`src/rtl/puf_pkg.sv`:
```
// Shared types and helpers for the PUF challenge scheduler and its checkers.
package puf_pkg;

  localparam int unsigned CHAL_W_DEF = 8;

  typedef enum logic [2:0] {
    IDLE     = 3'd0,
    ISSUE    = 3'd1,
    WAIT_RDY = 3'd2,
    RESP     = 3'd3,
    DRAIN    = 3'd4
  } state_e;

  // Bits needed to hold a Hamming weight of 0..w.
  function automatic int unsigned ones_w(input int unsigned w);
    return $clog2(w + 1);
  endfunction

endpackage

```
`src/rtl/puf_popcount.sv`:
```
// Combinational Hamming weight of a W-bit word.
module puf_popcount
  import puf_pkg::*;
#(
  parameter int unsigned W = CHAL_W_DEF
) (
  input  logic [W-1:0]         data,
  output logic [ones_w(W)-1:0] ones_c
);

  localparam int unsigned OW = ones_w(W);

  always_comb begin
    ones_c = '0;
    for (int i = 0; i < W; i++) begin
      ones_c = ones_c + OW'(data[i]);
    end
  end

endmodule

```
`src/rtl/puf_challenge_scheduler.sv`:
```
// Round-robin sharing of one RO-PUF between two requesters with a tagged,
// back-pressured response channel and timeouts on both PUF ready edges.
module puf_challenge_scheduler
  import puf_pkg::*;
#(
  parameter int unsigned CHAL_W  = CHAL_W_DEF,
  parameter int unsigned TIMEOUT = 1024
) (
  input  logic                      clk,
  input  logic                      rst,
  input  logic [1:0]                req_valid,
  input  logic [CHAL_W-1:0]         req_chall0,
  input  logic [CHAL_W-1:0]         req_chall1,
  output logic [1:0]                req_ready,
  output logic                      rsp_valid,
  output logic                      rsp_id,
  output logic [CHAL_W-1:0]         rsp_data,
  output logic [ones_w(CHAL_W)-1:0] rsp_ones,
  output logic                      rsp_err,
  input  logic                      rsp_ready,
  output logic                      puf_en,
  output logic [CHAL_W-1:0]         puf_chall,
  input  logic [CHAL_W-1:0]         puf_response,
  input  logic                      puf_ready,
  output logic                      busy
);

  localparam int unsigned CNT_W  = $clog2(TIMEOUT + 1);
  localparam int unsigned ONES_W = ones_w(CHAL_W);

  state_e              state_q, state_d;
  logic [CHAL_W-1:0]   chall_r, chall_d;
  logic                id_r, id_d;
  logic                rr_last, rr_d;
  logic [CNT_W-1:0]    cnt_q, cnt_d;
  logic                sticky_err, sticky_d;

  logic [1:0]          req_ready_d;
  logic                rsp_valid_d, rsp_id_d, rsp_err_d, puf_en_d, busy_d;
  logic [CHAL_W-1:0]   rsp_data_d, puf_chall_d;
  logic [ONES_W-1:0]   rsp_ones_d, ones_c;

  logic [1:0]          grant_c;
  logic                timeout_c;

  puf_popcount #(.W(CHAL_W)) u_popcount (
    .data   (puf_response),
    .ones_c (ones_c)
  );

  // On contention the requester that did not win last time is served.
  always_comb begin
    grant_c = req_valid;
    if (req_valid == 2'b11) begin
      grant_c = rr_last ? 2'b01 : 2'b10;
    end
  end

  assign timeout_c = (cnt_q == CNT_W'(TIMEOUT - 1));

  always_ff @(posedge clk or negedge rst) begin
    if (!rst) begin
      state_q <= IDLE;
    end else begin
      state_q <= state_d;
    end
  end

  always_comb begin
    state_d = state_q;
    case (state_q)
      IDLE:     if (|req_valid) state_d = ISSUE;
      ISSUE:    state_d = WAIT_RDY;
      WAIT_RDY: if (puf_ready || timeout_c) state_d = RESP;
      RESP:     if (rsp_ready) state_d = DRAIN;
      DRAIN:    if (!puf_ready || timeout_c) state_d = IDLE;
      default:  state_d = IDLE;
    endcase
  end

  always_comb begin
    chall_d     = chall_r;
    id_d        = id_r;
    rr_d        = rr_last;
    cnt_d       = cnt_q;
    sticky_d    = sticky_err;
    req_ready_d = '0;
    rsp_valid_d = rsp_valid;
    rsp_id_d    = rsp_id;
    rsp_data_d  = rsp_data;
    rsp_ones_d  = rsp_ones;
    rsp_err_d   = rsp_err;
    puf_en_d    = puf_en;
    puf_chall_d = puf_chall;
    busy_d      = (state_d != IDLE);
    case (state_q)
      IDLE: begin
        if (|req_valid) begin
          req_ready_d = grant_c;
          chall_d     = grant_c[1] ? req_chall1 : req_chall0;
          id_d        = grant_c[1];
          rr_d        = grant_c[1];
        end
      end
      ISSUE: begin
        puf_en_d    = 1'b1;
        puf_chall_d = chall_r;
        cnt_d       = '0;
      end
      WAIT_RDY: begin
        cnt_d = cnt_q + CNT_W'(1);
        if (puf_ready) begin
          rsp_valid_d = 1'b1;
          rsp_id_d    = id_r;
          rsp_data_d  = puf_response;
          rsp_ones_d  = ones_c;
          rsp_err_d   = 1'b0;
        end else if (timeout_c) begin
          rsp_valid_d = 1'b1;
          rsp_id_d    = id_r;
          rsp_data_d  = '0;
          rsp_ones_d  = '0;
          rsp_err_d   = 1'b1;
        end
      end
      RESP: begin
        if (rsp_ready) begin
          rsp_valid_d = 1'b0;
          puf_en_d    = 1'b0;
          cnt_d       = '0;
        end
      end
      DRAIN: begin
        cnt_d = cnt_q + CNT_W'(1);
        if (puf_ready && timeout_c) begin
          sticky_d = 1'b1;
        end
      end
      default: ;
    endcase
  end

  // Datapath and registered outputs.
  always_ff @(posedge clk or negedge rst) begin
    if (!rst) begin
      chall_r    <= '0;
      id_r       <= 1'b0;
      rr_last    <= 1'b1;
      cnt_q      <= '0;
      sticky_err <= 1'b0;
      req_ready  <= '0;
      rsp_valid  <= 1'b0;
      rsp_id     <= 1'b0;
      rsp_data   <= '0;
      rsp_ones   <= '0;
      rsp_err    <= 1'b0;
      puf_en     <= 1'b0;
      puf_chall  <= '0;
      busy       <= 1'b0;
    end else begin
      chall_r    <= chall_d;
      id_r       <= id_d;
      rr_last    <= rr_d;
      cnt_q      <= cnt_d;
      sticky_err <= sticky_d;
      req_ready  <= req_ready_d;
      rsp_valid  <= rsp_valid_d;
      rsp_id     <= rsp_id_d;
      rsp_data   <= rsp_data_d;
      rsp_ones   <= rsp_ones_d;
      rsp_err    <= rsp_err_d;
      puf_en     <= puf_en_d;
      puf_chall  <= puf_chall_d;
      busy       <= busy_d;
    end
  end

endmodule

```
`config.mk`:
```
export PLATFORM = sky130hd
export DESIGN_NAME = puf_challenge_scheduler
export DESIGN_NICKNAME = d
export VERILOG_FILES = /design/src/rtl/puf_pkg.sv /design/src/rtl/puf_popcount.sv /design/src/rtl/puf_challenge_scheduler.sv
export SDC_FILE = /design/constraint.sdc
export NUM_CORES = 1
export LEC_CHECK = 0
export ABC_AREA = 1
export ABC_CLOCK_PERIOD_IN_PS = 2550
export CORE_MARGIN = 5
export CORE_UTILIZATION = 35
export CTS_CLUSTER_DIAMETER = 80
export CTS_CLUSTER_SIZE = 20
export DETAILED_ROUTE_END_ITERATION = 8
export DONT_BUFFER_PORTS = 1
export GPL_TIMING_DRIVEN = 0
export PLACE_DENSITY = 0.6
export SLEW_MARGIN = 20
export SYNTH_ARGS = -nofsm -noshare
export SYNTH_HDL_FRONTEND = slang
export SYNTH_SLANG_ARGS = --single-unit
```
`constraint.sdc`:
```
create_clock -name clk -period 2.55 [get_ports clk]
set_input_delay 0.3825 -clock clk [delete_from_list [all_inputs] [get_ports clk]]
set_output_delay 0.3825 -clock clk [all_outputs]
set_load 0.05 [all_outputs]
```
==> reports/results.ini <==
[power]
pwr_density_cell_mw_per_mm2 = 1200
ir_drop_v = 0.000584
p_leak_uw = 0.00145

[sta]
relSlewSlack_pct = 66.2
hold-worst-slack_ns = 0.164
fmax_mhz = 415
slew_viol_final = 0
setup_violations = 0
fin_crit_sh_pct = 94.5
fin_worst_skew_ns = 0.00776
hold_viol = 0
rsz0062_at_grt = no
worst_slack_ns = 0.141
worstMarginPinSlew_ns = 0.507
post-route-min-period_ns = 2.41

[cts]
clk_latency_ns = 0.30
cts.clk_slew.worst_paths_ns = 0.10
clock_path_buffers = 2
htree_levels = 2
cts_setup_buffers = 0
cts_tree = done
clockRootBuffer = clkbuf_8
cts_sinks = 51
numCtsBuffers = 5

[floorplanning]
coreArea_mm2 = 0.00718
start_util_pct = 35.4
die_area_mm2 = 0.00906
dieWidth_um = 95.2
ios = 57
std_cell_rows = 31
die_y_um = 95.2

[placed_design]
dp_hpwl_um = 3800
place.gp.congestion = 0.773
dpl_worst_slack_ns = -0.178
io_buffers = 0

[flow_run]
timing.max_cap.violations = 0

[hold_path]
holdCritStartpoint = req_valid[1]
whs_path_depth = 1
worstHoldPathType = input port to register
worstHoldEndpoint = req_ready[0]$_DFF_PN0_

[critical_path]
cp.arrival_ns = 2.61
max_stage_delay_ns = 0.49
cpMaxStageDelayCell = fa_1
worst-r2r-setup-slack_ns = 0.85
path_max_fanout = 2
worstSetupStartpoint = puf_response[0]
r2r-end = rsp_data[0]$_DFFE_PN0P_
reg2reg_from = cnt_q[0]$_DFFE_PN0P_
ff2ff_path_depth = 9
crit_chain = ha_1 -> inv_1 -> fa_1 -> fa_1 -> fa_1 -> inv_1 -> fa_1 -> nand2_1 -> nand2_1
cp-end-kind = register
crit_type = input port to register
required_ns = 2.75
critPathLaunchType = input port
crit_top_cell = fa_1

[status]
status = finished, final reports clean

[routing]
drt-pass1-iter-count = 4
ant_nets = 0
drt_iter0_markers = 78
routed_wl_um = 5050
num_vias = 1859
viasPerCell = 4.49
wl_per_cell_um = 12.2
drc = 0

[logic_synthesis]
ys_ff_latch = 51
syn_avg_cell_area_um2 = 8.33
synth.yosys.seq_area_share_pct = 50.3
synth_enable_flop_cells = 0
synth_fa_ha_area_share_pct = 5.12
syn_nets = 343
synth_top_family_by_area = simple AND/OR/NAND/NOR gates
synth.distinct_cells = 30
synthSimpleGateAreaFrac_pct = 27.2
syn-cell-area_mm2 = 0.00254
muxShareOfSynthArea_pct = 0
synth_flop_cell = dfrtp_1
ys_warn_count = 0
synthCells = 305
synth-async-reset-ratio_pct = 100
synth-xor-area-share_pct = 0.345
synth_compound_area_share_pct = 8.42

[cells_and_area]
layout-drive-gt1-share_pct = 11.4
area_growth_pct = 10.9
layout_common_cells = 112 x nand2_1, 50 x dfrtp_1, 39 x inv_1, 17 x o21ai_0, 15 x nand3_1
antenna_cells = 0
fill_cells = 748
nets = 352
mostFrequentLayoutCell = nand2_1

[global_routing]
grt_pass1_wl_um = 8450
overflow = 0
track_usage_pct = 11.8
grt_antenna_before_repair = 0
grt_max_degree = 52
grt_pass1_vias = 1799

-- per-layer routing --
metal  track usage, %  up-vias  share of wire [%]
li1                 -      972                  -
met1             15.4      844                 46
met2             19.0       39                 48
met3             3.63        4                5.9
met4             2.88        0               0.95
met5                0        -                  0
-- registers in the layout, indices dropped and copies added, names as in the netlist, 2 cells and up --
signal and count:
req_ready 2, chall_r 8, rsp_data 8, cnt_q 11
rsp_ones 4, puf_chall 8, state_q 3
-- cells in the mapped netlist, drive strengths merged (2+ instances only) --
library cell | count | area share [%]
nor2 | 18 | 3.4
o211ai | 8 | 2.4
dfrtp | 50 | 49
nand3 | 16 | 3.3
or2 | 5 | 1.2
clkbuf | 2 | 0.30
fa | 4 | 3.2
ha | 4 | 2.0
inv | 42 | 6.2
nand2 | 117 | 18
o21ai | 19 | 3.7
nand4 | 5 | 1.2
a21oi | 4 | 1.4
buf | 6 | 2.1
-- how the worst max path moves through the flow --
stage / to / cells past startpoint
finish: rsp_ones[1]$_DFFE_PN0P_ / 9
global route: rsp_ones[1]$_DFFE_PN0P_ / 9
detailed placement: rsp_ones[1]$_DFFE_PN0P_ / 9
global placement: rsp_ones[1]$_DFFE_PN0P_ / 9
CTS: rsp_ones[1]$_DFFE_PN0P_ / 9
floorplan: rsp_ones[1]$_DFFE_PN0P_ / 9
-- power breakdown --
group,switching (uW),internal [uW]
combinational,570,325
sequential,822,1100
clock,277,296
total,1670,1720
-- cell families after synthesis --
kind of cell / after synthesis
AO/OA/AOI/OAI: 34
XOR/XNOR: 1
adder cells (fa/ha/maj): 8
buffers and inverters: 50
flip-flops: 51
AND/OR/NAND/NOR: 161
-- layout make-up --
class / instances / area, um2 / share of cell area [%]
Multi-Input combinational cell: 204 / 1040 / 37.1
Inverter: 42 / 158 / 5.60
Clock inverter: 3 / 46.3 / 1.64
Tap cell: 99 / 124 / 4.40
Clock buffer: 5 / 68.8 / 2.44
Sequential cell: 51 / 1280 / 45.4
Timing Repair Buffer: 2 / 37.5 / 1.33
Buffer: 8 / 60.1 / 2.13
-- worst max-delay path, delay by kind of cell --
kind	cells	cell delay (ns)
buffers and inverters	2	0.13
and+or+nand+nor	2	0.13
adders and majority gates	5	1.96
-- through the flow --
stage	setup TNS [ns]	cells	area (um2)	utilization (%)	power (uW)
after floorplan	-0.0950	305	2540	-	2590
after global placement	-0.221	404	2660	37.1	2810
after detailed placement	-0.242	404	2660	37.1	2840
after CTS	0	414	2820	39.3	3450
after global routing	0	414	2820	39.3	3650
final	0	414	2820	39.3	3390
-- timing repair --
item / in CTS / in global routing
resized for setup: 0 / 0
hold buffers: 2 / 0
endpoints found under the hold margin: 51 / 0
Note: power is estimated with default switching activity, not from simulation.
